==> src/rtl/diffusion_layer_seq.sv <==
// Iterative Ascon linear diffusion layer (p_L) with a valid/ready handshake on both sides.
// Words are diffused in place, one per CALC cycle (ROWS_PER_CYCLE=1) or all at once (=5).
package diffusion_layer_seq_pkg;
   typedef logic [4:0][63:0] t_state_array;
endpackage

module diffusion_layer_seq
   import diffusion_layer_seq_pkg::*;
#(
   parameter int ROWS_PER_CYCLE = 1
) (
   input  logic         i_clk,
   input  logic         i_rst,
   input  t_state_array i_state,
   input  logic         i_valid,
   output logic         o_ready,
   output t_state_array o_state,
   output logic         o_valid,
   input  logic         i_ready
);

   generate
      if (ROWS_PER_CYCLE != 1 && ROWS_PER_CYCLE != 5) begin : g_bad_rows
         $fatal(1, "diffusion_layer_seq: ROWS_PER_CYCLE must be 1 or 5");
      end
   endgenerate

   typedef enum logic [1:0] {
      IDLE,
      CALC,
      DONE
   } state_t;

   state_t       state_q, state_d;
   t_state_array data_q, data_d;
   logic [2:0]   cnt_q, cnt_d;

   function automatic logic [63:0] rotr(input logic [63:0] x, input int unsigned n);
      return (x >> n) | (x << (64 - n));
   endfunction

   function automatic logic [63:0] diffuse(input logic [63:0] x, input logic [2:0] k);
      case (k)
         3'd0:    return x ^ rotr(x, 19) ^ rotr(x, 28);
         3'd1:    return x ^ rotr(x, 61) ^ rotr(x, 39);
         3'd2:    return x ^ rotr(x, 1)  ^ rotr(x, 6);
         3'd3:    return x ^ rotr(x, 10) ^ rotr(x, 17);
         3'd4:    return x ^ rotr(x, 7)  ^ rotr(x, 41);
         default: return x;
      endcase
   endfunction

   always_comb begin
      state_d = state_q;
      data_d  = data_q;
      cnt_d   = cnt_q;
      case (state_q)
         IDLE: begin
            if (i_valid) begin
               data_d  = i_state;
               cnt_d   = 3'd0;
               state_d = CALC;
            end
         end
         CALC: begin
            // cnt selects the single word to update when serialised
            for (int k = 0; k < 5; k++) begin
               if (ROWS_PER_CYCLE == 5 || cnt_q == 3'(k)) begin
                  data_d[k] = diffuse(data_q[k], 3'(k));
               end
            end
            if (ROWS_PER_CYCLE == 5 || cnt_q == 3'd4) begin
               state_d = DONE;
            end else begin
               cnt_d = cnt_q + 3'd1;
            end
         end
         DONE: begin
            if (i_ready) begin
               state_d = IDLE;
            end
         end
         default: state_d = IDLE;
      endcase
   end

   always_ff @(posedge i_clk) begin
      if (i_rst) begin
         state_q <= IDLE;
         data_q  <= '0;
         cnt_q   <= 3'd0;
      end else begin
         state_q <= state_d;
         data_q  <= data_d;
         cnt_q   <= cnt_d;
      end
   end

   assign o_ready = (state_q == IDLE);
   assign o_valid = (state_q == DONE);
   assign o_state = data_q;

endmodule

==> config.mk <==
export PLATFORM = sky130hd
export DESIGN_NAME = diffusion_layer_seq
export DESIGN_NICKNAME = d
export VERILOG_FILES = /design/src/rtl/diffusion_layer_seq.sv
export SDC_FILE = /design/constraint.sdc
export NUM_CORES = 1
export LEC_CHECK = 0
export BUFFER_PORTS_ARGS = -buffer_cell sky130_fd_sc_hd__buf_2
export CAP_MARGIN = 20
export CORE_AREA = 2 2 253 255
export CTS_BUF_LIST = sky130_fd_sc_hd__clkbuf_4 sky130_fd_sc_hd__clkbuf_8
export DETAILED_ROUTE_END_ITERATION = 16
export DIE_AREA = 0 0 255 257
export GPL_ROUTABILITY_DRIVEN = 0
export PLACE_DENSITY = 0.58
export SLEW_MARGIN = 5
export SYNTH_ARGS = -nofsm -noshare
export SYNTH_HDL_FRONTEND = slang
export SYNTH_SLANG_ARGS = --single-unit
==> constraint.sdc <==
create_clock -name i_clk -period 2 [get_ports i_clk]
set_clock_uncertainty 0.2 [all_clocks]
set_input_delay 0.1 -clock i_clk [delete_from_list [all_inputs] [get_ports i_clk]]
set_output_delay 0.1 -clock i_clk [all_outputs]
set_load 0.01 [all_outputs]
* Word level (Yosys, flattened, before mapping)
Index checks and enable logic that the tools add are counted.
** Word-level totals
- Flip-flop bits (word level) :: 325
- Output and inout bits :: 322
- Word-level logic and storage cells :: 66
** Cells by class
- Add/subtract/negate cells :: 1
- Equality and inequality tests :: 14
- Mux-type cells :: 14
- Bitwise gates (word level) :: 20
- Reduce and logical (&&, ||, !) cells :: 10
** Operators with widths (count)
- $pmux W320 S2 :: 1
- $xor A64 B64 Y64 :: 10
- $mux W320 :: 1
- $mux W64 :: 5
- $or A23 B64 Y64 :: 1
- $or A25 B64 Y64 :: 1
- $or A3 B64 Y64 :: 1
- $or A36 B64 Y64 :: 1
- $or A45 B64 Y64 :: 1
- $or A47 B64 Y64 :: 1
- $or A54 B64 Y64 :: 1
- $or A57 B64 Y64 :: 1
- $or A58 B64 Y64 :: 1
- $or A63 B64 Y64 :: 1
- $reduce_and A3 Y1 :: 7
- $ne A2 B2 Y1 const B :: 7
- $eq A3 B2 Y1 const B :: 2
- $mux W2 :: 3
- $mux W3 :: 2
- $pmux W2 S3 :: 1
- $pmux W3 S2 :: 1
- $add A3 B1 Y3 const B :: 1
- $eq A3 B1 Y1 const B :: 1
- $eq A3 B3 Y1 const B :: 1
- other kinds (6) :: 6

* Depth between registers and ports, before layout
Gate-level depths: netlist of the first run.
- Word-level depth :: 5
- Depth in mapped cells :: 8
- Gate-level depth less buffers :: 5

* Worst setup path after synthesis of the first run
OpenSTA, ideal clock, no wires.
- Path type :: register -> register
- Start point :: register cnt_q[0]
- End point :: register data_q (netlist bit o_state[242])
- Arrival :: 1503 ps
- Required time :: 1705 ps
- Slack :: 201 ps
- Stages on the path, launching flop included :: 8
- Cells stage by stage :: dfxtp_1 -> ha_1 -> ha_1 -> mux2i_1 -> buf_2 -> buf_2 -> a211oi_1 -> a221oi_1
** On the way
- Longest elaborated chain between the ends :: 3
** Ends and longest elaborated chain
- from (decl) :: RTL line 36 : logic [2:0] cnt_q, cnt_d;
- from (signal assigned) :: RTL line 95 : cnt_q <= cnt_d;
- $eq A3 B2 Y1 :: RTL line 68 : if (ROWS_PER_CYCLE == 5 || cnt_q == 3'(k)) begin
- $ne A2 B2 Y1 (no line)
- $reduce_and A3 Y1 (no line)
- to (signal assigned) :: RTL line 94 : data_q <= data_d;
- to (decl) :: RTL line 35 : t_state_array data_q, data_d;
No other way between the ends.
A chain may end at the register's enable or synchronous reset.

* Final worst setup path of the first run
- Start point :: register state_q[1]
- End point :: register data_q (netlist bit o_state[101])
** On the way
- Longest elaborated chain between the ends :: 3
- Elaborated cells on any way between the ends :: 7
** Ends and longest elaborated chain
- from (decl) :: RTL line 34 : state_t state_q, state_d;
- from (signal assigned) :: RTL line 93 : state_q <= state_d;
- $eq A2 B1 Y1 / $logic_not A2 Y1 (equally long branches)
- $ne A2 B2 Y1 (no line) / $reduce_bool A2 Y1 (equally long branches)
- $reduce_and A3 Y1 (no line)
Parallel ways exist; a longest one is shown, timed or not.

==> results of run 1 <==
-- what timing repair did --
| item | 4_1_cts | 5_1_grt |
|---|---|---|
| hold buffers | 326 | 0 |
| endpoints found under the setup margin | 3 | 181 |
| hold endpoints to repair | 325 | 0 |
| buffers inserted | 10 | 7 |
| cloned | 2 | 13 |
| pin swaps | 1 | 18 |
| gates resized for setup | 3 | 36 |
-- registers in the layout, summed over array words and instances, names as in the netlist --
signal	cells
state_q	2
o_state	320
cnt_q	3
-- stage by stage --
stage	hold WS [ns]	instance area (um2)
detailed placement	0.181	27000
floorplan	0.0683	22800
finish	0.0591	32400
CTS	0.00000755	31800
global route	0.0441	32400
global placement	0.173	27000
-- metal layers --
layer / vias up / part of all wire / GRT usage / wire, um
met3: 354 / 0.081 / 0.0643 / 8370
met1: 12400 / 0.40 / 0.367 / 40900
li1: 11200 / - / - / -
met5: - / 0.00038 / 0 / 39
met2: 1429 / 0.47 / 0.466 / 47900
met4: 6 / 0.055 / 0.148 / 5700
-- worst max-delay path, cell delays in order (launching register included) --
cell and delay, ns:
dfxtp_4 0.37, buf_12 0.15, nor3b_4 0.25, buf_4 0.17
clkbuf_16 0.15, buf_4 0.12, o21ai_4 0.09, clkbuf_16 0.25
o2bb2ai_1 0.15
-- final timing paths --
check | cells after the start | slack [ns] | endpoint | from
worst min-delay path | 4 | 0.06 | o_state[58] | i_state[58]
worst max register to register | 8 | 0.03 | o_state[101] | state_q[1]
worst min register to register | 2 | 0.34 | cnt_q[2] | cnt_q[2]
worst max-delay path | 8 | 0.03 | o_state[101] | state_q[1]
-- layout make-up --
| class | count | area share |
|---|---|---|
| clock buffers | 112 | 0.0429 |
| multi-input cells | 1822 | 0.455 |
| flip-flops and latches | 325 | 0.201 |
| inverters | 68 | 0.00787 |
| well taps | 846 | 0.0326 |
| diodes | 8 | 0.000617 |
| repair buffers | 1091 | 0.258 |
| clock inverters | 6 | 0.00205 |
-- synthesized netlist by cell type, types with 4 or more instances --
cell type / number
buf_6: 30
dfxtp_1: 325
xor2_1: 185
or3b_2: 20
nor3_1: 71
a211oi_1: 64
o32ai_1: 57
buf_2: 140
a311oi_1: 71
xnor2_1: 57
o22ai_1: 185
or3b_1: 38
nor2b_1: 187
a21oi_1: 5
nand2_1: 150
o2bb2ai_1: 185
nor2_1: 4
xor3_1: 78
ha_1: 5
a221oi_1: 7
clkbuf_1: 76
a22oi_1: 185
a2bb2oi_1: 57
buf_1: 4
inv_1: 68
nor3b_1: 185
buf_4: 15
-- where the power goes --
part | switching, W | internal [W] | total [W]
Clock | 0.00331 | 0.00450 | 0.00781
Sequential | 0.00132 | 0.00711 | 0.00844
Combinational | 0.00372 | 0.00413 | 0.00785
-- logic make-up (layout without fill, tap and decap cells) --
| logic type | after synthesis | count (layout) | synth area share |
|---|---|---|---|
| other | 0 | 8 | 0 |
| flip-flops | 325 | 325 | 0.285 |
| AND/OR/NAND/NOR | 672 | 672 | 0.182 |
| AO/OA/AOI/OAI | 824 | 824 | 0.281 |
| buffers and inverters | 334 | 1277 | 0.0754 |
| multiplexers | 1 | 1 | 0.000438 |
| XOR/XNOR | 320 | 320 | 0.174 |
| adder cells (fa/ha/maj) | 5 | 5 | 0.00274 |
-- cell usage in the layout, fill, tap and decap left out, types with 4 or more instances in the layout --
cell           Yosys  final
nand2_1          150    150
xor2_1           185    185
clkbuf_4           0     24
a311oi_1          71     68
nor2b_1          187    185
nor2_1             4      4
o22ai_1          185    185
nor3_1            71     71
clkbuf_16          0     13
xnor2_1           57     57
a21oi_1            5      5
diode_2            0      8
xor3_1            78     78
or3b_1            38     38
buf_12             0     45
a221oi_2           0      4
a2bb2oi_1         57     57
o32ai_1           57     56
a22oi_1          185    185
nor3b_1          185    185
o2bb2ai_1        185    185
buf_4             15     51
or3b_2            20     20
buf_16             0      5
a211oi_1          64     64
dlygate4sd3_1      0    326
dfxtp_1          325    320
clkbuf_8           0     88
buf_2            140    644
inv_1             68     68
==> results.md, run 1 <==
- Status: complete, no violations
- Startpoint Class: flop
- CTS Root Cell: clkbuf_8
- Via density: 5.94
- Mean Syn Cell Area: 9.20 um2
- Async SR Flop Fraction: 0
- Die Y: 257 um
- RSZ-0062 raised after global routing: true
- Area contributors post-synth: dfxtp_1 (28%), xor3_1 (8.1%), o2bb2ai_1 (7.1%)
- Area share of the largest cell type after synthesis: 0.285
- Dpl cells: 3794
- H-tree Lvls: 3
- Fillers: 5701
- Synth Net Count: 2810
- Synthesis-to-finish area growth: 42.0%
- Final core occ: 0.517
- Max Fclk: 508 MHz
- Cell Area, Synth: 22800 um2
- Fin crit share: 0.985
- Hpwl dp: 66400 um
- Worst EP arrival: 2.34 ns
- Global-route wire length before repair: 150000 um
- Pins Over Slew Limit: 0
- Seq cells post-synth: 325
- Worst EP required: 2.37 ns
- Layout Cells excl Fill: 4278
- Post-synthesis sequential area ratio: 0.285
- Post-synth EDFFs: 0
- Final setup TNS: 0 ns
- Critical Path Fanout Max: 21
- Overall routed net length: 103000 um
- Worst Max-Slew Pin Slew: 0.596 ns
- Crit path capture type: flop
- WL/cell: 24.0 um
- Drt pass-1 iters: 6
- FF/Latch Area: 6520 um2
- Pleak: 14.0 nW
- Pre-CTS WS: 0.0191 ns
- IO Port Bufs: 645
- Worst rel slew slack: 0.600
- Skew-Pair Late Insertion Delay: 0.66 ns
- Setup WS post-layout: 0.0298 ns
- Cell variety after synth: 47
- Remaining global-route overflow: 0
- DIE AREA: 65500 um2
- Clock tree buffer depth: 3
- Tmin final: 1.97 ns
- Worst-path clk slew: 0.06 ns
- Fraction of layout cells with a size suffix above 1: 0.273
- Final setup violation count: 0
- Via Count: 25400
- IO Count: 646
- Final Hold Viols: 0
- Gr usage total: 0.291
- Ys Warns: 0
- Mapped Cells: 2481
- Initial core utilization: 0.364
- Fin nets: 3705
- Max-Cap Viols: 0
- TritonCTS buffer count: 68
- Top FF cell, synth: dfxtp_1
- Rows: 92
- Total chip power: 0.0241 W
- Hold crit path type: in2reg
- Multi-input gate area: 14700 um2
- Antenna violations before repair: 10
- Die X: 255 um
- Peak VDD IR: 409 uV
- Area leader, netlist: dfxtp_1
- Pin count of the biggest net entering global routing: 106
- TritonCTS clock tree: done
- Clk sinks: 325
- Power Density: 743 nW/um2
- Remaining DRCs: 0
- Total core area: 62700 um2
- Iter 0 DRT Violations: 2580
- ANT nets after route: 0
- Crit Path Class: reg2reg
- Vias in the first global route: 24700
(Power assumes the default switching activity.)
==> inputs of run 2 (changes only) <==
--- a/config.mk
+++ b/config.mk
@@ -12,7 +12,7 @@
 export DETAILED_ROUTE_END_ITERATION = 16
 export DIE_AREA = 0 0 255 257
 export GPL_ROUTABILITY_DRIVEN = 0
-export PLACE_DENSITY = 0.58
+export REMOVE_ABC_BUFFERS = 1
 export SLEW_MARGIN = 5
 export SYNTH_ARGS = -nofsm -noshare
 export SYNTH_HDL_FRONTEND = slang
==> results.md, run 2 (synthesis results as in run 1) <==
- Status: complete, no violations
- Clk sinks: 325 (unchanged)
- CP cell instances: buf_6 -> mux2i_4 -> buf_12 -> or3_4 -> clkbuf_16 -> o32ai_1
- Clock tree buffer depth: 3 (unchanged)
- Vias in the first global route: 24800 (+0.28%)
- Antenna violations before repair: 11 (+1)
- Worst-path clk slew: 0.06 ns (about the same)
- Fillers: 5659 (-0.74%)
- ANT nets after route: 0 (unchanged)
- Max-Cap Viols: 0 (unchanged)
- Pleak: 14.2 nW (+1.1%)
- Fraction of layout cells with a size suffix above 1: 0.282 (+0.00907)
- Commonest cells after routing, fill and taps aside: buf_2 (644), dlygate4sd3_1 (323), dfxtp_1 (321)
- Overall routed net length: 102000 um (-1.2%)
- Final setup violation count: 0 (unchanged)
- Iter 0 DRT Violations: 2390 (-7.4%)
- Hpwl dp: 63700 um (-4.0%)
- Die X: 255 um (unchanged)
- Reg2Reg Launch Point: state_q[0]
- Commonest non-fill, non-tap cell in the layout: buf_2
- Via Count: 25300 (-0.57%)
- Pins Over Slew Limit: 0 (unchanged)
- Critical Path Fanout Max: 14 (-33%)
- Power Density: 712 nW/um2 (-4.3%)
- Final core occ: 0.524 (+0.00714)
- Pin count of the biggest net entering global routing: 95 (-10%)
- Crit Path Class: reg2reg
- Fin crit share: 0.997 (+0.0117)
- WL/cell: 23.7 um (-1.4%)
- Hold Path Depth: 4 (unchanged)
- Max FFs per register: 320 (unchanged)
- Die Y: 257 um (unchanged)
- Setup crit start: state_q[0]
- Gr usage total: 0.280 (-0.0114)
- RR Endpoint: o_state[203]
- RSZ-0062 raised after global routing: true
- Worst rel slew slack: 0.551 (-0.0491)
- Worst reg-to-reg setup slack: 0.006 ns (-0.02 ns)
- Total core area: 62700 um2 (unchanged)
- Fin Hold WS: 0.0733 ns (+0.0142 ns)
- Pre-CTS WS: -0.0361 ns (-0.0552 ns)
- Synthesis-to-finish area growth: 44.0%
- Fin nets: 3732 (+0.73%)
- Crit path capture type: flop
- Hold crit path type: in2reg
- Startpoint Class: flop
- Worst EP required: 2.33 ns (-0.04 ns)
- Tmin final: 1.99 ns (+0.0234 ns)
- Critical path's largest stage delay: 0.45 ns (+0.08 ns)
- Peak VDD IR: 398 uV (-2.6%)
- Worst Reg-to-Reg Cells: 6 (-2)
- TritonCTS buffer count: 66 (-2.9%)
- Rows: 92 (unchanged)
- Crit path to: o_state[203]
- Remaining global-route overflow: 0 (unchanged)
- H-tree Lvls: 3 (unchanged)
- Final Hold Viols: 0 (unchanged)
- Drt pass-1 iters: 6 (unchanged)
- CP max-delay cell: or3_4
- Skew-Pair Late Insertion Delay: 0.65 ns (about the same)
- DIE AREA: 65500 um2 (unchanged)
- TritonCTS clock tree: done
- Via density: 5.89 (-0.83%)
- IO Port Bufs: 645 (unchanged)
- Global-route wire length before repair: 146000 um (-2.9%)
- Worst Max-Slew Pin Slew: 0.674 ns (+0.0780 ns)
- Setup WS post-layout: 0.00638 ns (-0.0234 ns)
- Worst EP arrival: 2.32 ns (-0.02 ns)
- Remaining DRCs: 0 (unchanged)
- IO Count: 646 (unchanged)
- Max Fclk: 502 MHz (-1.2%)
- CTS Root Cell: clkbuf_8
- Initial core utilization: 0.364 (unchanged)
[run 2: changes by cell type in the layout (fill, tap and decap cells not counted), sizes merged, moves of 3 or more]
| cell | delta |
|---|---|
| buf | +28 |
| clkbuf | -14 |
| clkinvlp | +4 |
| diode | -3 |
| dlygate4sd3 | -3 |
[run 2: area by class of cell]
type	instances	area, um2	share of cell area
multi-input combinational	1822	14900	0.453
clock inverter	10	92.6	0.00282
timing repair buffer	1120	8870	0.270
inverter	68	258	0.00784
antenna	5	12.5	0.000381
clock buffer	93	1160	0.0353
tap	846	1060	0.0322
sequential	325	6520	0.198
[run 2: metal layers]
metal	up-vias	global-route usage	wire [um]
met5	-	0	84
met4	14	0.134	4820
met2	1395	0.460	48000
met1	12300	0.348	40500
met3	321	0.0568	8210
li1	11300	-	-
[run 2: where the power goes]
group	switching (W)	internal, W	total, W	leakage (nW)
logic	0.00372	0.00425	0.00797	10.8
registers	0.00125	0.00711	0.00836	2.68
clock network	0.00322	0.00384	0.00705	0.655
[run 2: timing repair]
item | in CTS | in global routing
pin swaps | 5 | 24
cloned | 3 | 20
hold endpoints to repair | 325 | 0
setup endpoints to repair | 102 | 164
setup buffers | 7 | 21
hold buffers | 323 | 0
gates resized for setup | 17 | 56
[run 2: how the worst min path moves through the flow]
stage | from | slack [ns] | end
3_5_place_dp | i_state[254] | 0.18 | o_state[254]
3_3_place_gp | i_state[254] | 0.16 | o_state[254]
4_1_cts | i_state[258] | 0.006 | o_state[258]
6_report | i_state[196] | 0.07 | o_state[196]
5_1_grt | i_state[232] | 0.06 | o_state[232]
2_1_floorplan | i_rst | -0.03 | cnt_q[0]
[run 2: worst max-delay path, delay by kind of cell, from the launching register on]
family / cells / cell delay (ns)
DFF: 1 / 0.39
muxes: 1 / 0.18
AOI/OAI and AO/OA: 1 / 0.11
buffers and inverters: 3 / 0.52
and+or+nand+nor: 1 / 0.45
[run 2: per-stage QoR]
| stage | std cells | cell area, um2 | total power, W | TNS [ns] |
|---|---|---|---|---|
| 3_5_place_dp | 3808 | 27200 | 0.0154 | -0.241 |
| 6_report | 4289 | 32900 | 0.0234 | 0 |
| 3_3_place_gp | 3808 | 27200 | 0.0152 | -0.0767 |
| 2_1_floorplan | 2215 | 21400 | 0.0127 | -3217.83 |
| 5_1_grt | 4288 | 32900 | 0.0245 | -0.591 |
| 4_1_cts | 4244 | 31900 | 0.0231 | 0 |
==> inputs of run 3 (changes only) <==
==> constraint.sdc (replaced) <==
create_clock -name i_clk -period 1.9 [get_ports i_clk]
set_clock_uncertainty 0.2 [all_clocks]
set_input_delay 0.095 -clock i_clk [delete_from_list [all_inputs] [get_ports i_clk]]
set_output_delay 0.095 -clock i_clk [all_outputs]
set_load 0.01 [all_outputs]
==> results.md, run 3 (synthesis results as in run 1) <==
- Status: finished with violations
- Failing checks: negative setup slack
- Final Hold Viols: 0 (unchanged)
- Die X: 255 um (unchanged)
- Dpl cell area: 27500 um2 (+1.2%)
- Fin nets: 3855 (+3.3%)
- Commonest cells after routing, fill and taps aside: buf_2 (644), dlygate4sd3_1 (328), dfxtp_1 (320)
- Pre-CTS WS: -0.135 ns (-0.0991 ns)
- Crit path capture type: flop
- Total core area: 62700 um2 (unchanged)
- RSZ-0062 raised after global routing: true
- Drt pass-1 iters: 6 (unchanged)
- Skew-Pair Late Insertion Delay: 0.66 ns (about the same)
- Pin count of the biggest net entering global routing: 92 (-3.2%)
- Clock tree buffer depth: 3 (unchanged)
- Final setup violation count: 196 (+196)
- Global-route wire length before repair: 152000 um (+4.0%)
- Via density: 6.02 (+2.3%)
- Remaining global-route overflow: 0 (unchanged)
- Worst Reg-to-Reg Cells: 7 (+1)
- Dpl cells: 3842 (+0.89%)
- Total chip power: 0.0261 W (+11%)
- ANT nets after route: 0 (unchanged)
- Critical path's largest stage delay: 0.48 ns (+0.03 ns)
- Worst rel slew slack: 0.453 (-0.0975)
- IO Count: 646 (unchanged)
- Hold crit path type: in2reg
- TritonCTS clock tree: done
- Commonest non-fill, non-tap cell in the layout: buf_2
- IO Port Bufs: 645 (unchanged)
- Rows: 92 (unchanged)
- Crit Path Class: reg2reg
- Fin crit share: 1.08 (+0.0801)
- H-tree Lvls: 3 (unchanged)
- Vias in the first global route: 25300 (+1.9%)
- Max Fclk: 489 MHz (-2.6%)
- Worst Max-Slew Pin Slew: 0.820 ns (+0.146 ns)
- Worst-path clk slew: 0.06 ns (about the same)
- Hpwl dp: 64800 um (+1.7%)
- Remaining DRCs: 0 (unchanged)
- Via Count: 26600 (+5.3%)
- Tmin final: 2.05 ns (+0.0525 ns)
- Critical Path Fanout Max: 8 (-6)
- Final setup TNS: -10.81 ns (-10.81 ns)
- Die Y: 257 um (unchanged)
- Layout Cells excl Fill: 4418 (+3.0%)
- Worst EP required: 2.24 ns (-0.09 ns)
- CP max-delay cell: or3_4
- WL/cell: 25.1 um (+6.0%)
- Gr usage total: 0.293 (+0.0138)
- Pleak: 15.5 nW (+9.5%)
- Max FFs per register: 320 (unchanged)
- Design area: 36000 um2 (+9.4%)
- Startpoint Class: flop
- Clk sinks: 325 (unchanged)
- Pins Over Slew Limit: 0 (unchanged)
- Antenna violations before repair: 11 (unchanged)
- Fraction of layout cells with a size suffix above 1: 0.341 (+0.0591)
- CTS Root Cell: clkbuf_8
- CP cell instances: ha_2 -> ha_4 -> mux2i_4 -> buf_12 -> or3_4 -> clkbuf_16 -> o32ai_1
- Setup WS post-layout: -0.146 ns (-0.153 ns)
- Initial core utilization: 0.364 (unchanged)
- Synthesis-to-finish area growth: 57.5%
- Max-Cap Viols: 0 (unchanged)
- TritonCTS buffer count: 67 (+1.5%)
- Power Density: 725 nW/um2 (+1.9%)
- Peak VDD IR: 521 uV (+31%)
- Worst EP arrival: 2.39 ns (+0.07 ns)
- Iter 0 DRT Violations: 2642 (+11%)
- Overall routed net length: 111000 um (+9.2%)
- Hold Path Depth: 4 (unchanged)
- DIE AREA: 65500 um2 (unchanged)
- Fillers: 5340 (-5.6%)
==> run 3: changes by cell type in the layout (fill, tap and decap cells not counted), moves of 21 or more <==
cell / before / now
buf_16: 4 / 25
nor3_1: 71 / 48
o2bb2ai_2: 3 / 42
o2bb2ai_1: 182 / 137
clkbuf_16: 17 / 39
buf_4: 52 / 82
o22ai_1: 185 / 164
==> run 3: per-stage QoR <==
step / hold WS, ns / util
3_3_place_gp: 0.169 / 0.439
3_5_place_dp: 0.174 / 0.439
4_1_cts: 0.00404 / 0.530
5_1_grt: 0.0455 / 0.573
2_1_floorplan: -0.0359 / -
6_report: 0.0637 / 0.573
==> run 3: path summary, 6_finish.rpt <==
path         slack [ns]    startpoint      endpoint
max               -0.15      cnt_q[1]  o_state[206]
min                0.06  i_state[205]  o_state[205]
max reg2reg       -0.15      cnt_q[1]  o_state[206]
min reg2reg        0.35  o_state[195]  o_state[195]
==> run 3: worst max-delay path, delay by kind of cell (launching register included) <==
kind | cells | cell delay [ns]
AO/OA/AOI/OAI | 1 | 0.13
flip-flops | 1 | 0.34
adder cells (fa/ha/maj) | 2 | 0.34
AND/OR/NAND/NOR | 1 | 0.48
multiplexers | 1 | 0.07
buffers and inverters | 2 | 0.39
==> run 3: timing repair <==
| action | in CTS | in global routing |
|---|---|---|
| endpoints found under the setup margin | 263 | 315 |
| hold buffers | 328 | 0 |
| gates cloned | 21 | 48 |
| buffers inserted | 27 | 44 |
| endpoints found under the hold margin | 325 | 0 |
| pin swaps | 23 | 88 |
| resized for setup | 66 | 239 |
==> run 3: area by class of cell <==
class / instances / area (um2) / share of cell area
multi-input cells: 1822 / 15800 / 0.439
well taps: 846 / 1060 / 0.0294
inverters: 68 / 260 / 0.00724
flip-flops and latches: 325 / 6520 / 0.181
clock buffers: 98 / 1200 / 0.0335
repair buffers: 1242 / 11000 / 0.307
clock inverters: 8 / 78.8 / 0.00219
diodes: 9 / 22.5 / 0.000626
==> run 3: metal layers <==
layer / routed length, um / track usage / part of all wire / up-vias
met5: 66 / 0 / 0.00059 / -
met4: 5720 / 0.133 / 0.052 / 10
met3: 9970 / 0.0641 / 0.090 / 405
met2: 51800 / 0.478 / 0.47 / 1609
met1: 43400 / 0.369 / 0.39 / 13000
li1: - / - / - / 11600
==> run 3: power breakdown <==
| group | switching [W] | total, W | leakage, nW | internal (W) |
|---|---|---|---|---|
| combinational | 0.00442 | 0.00961 | 12.1 | 0.00519 |
| clock | 0.00348 | 0.00765 | 0.685 | 0.00417 |
| sequential | 0.00133 | 0.00882 | 2.68 | 0.00749 |
| total | 0.00923 | 0.0261 | 15.5 | 0.0168 |
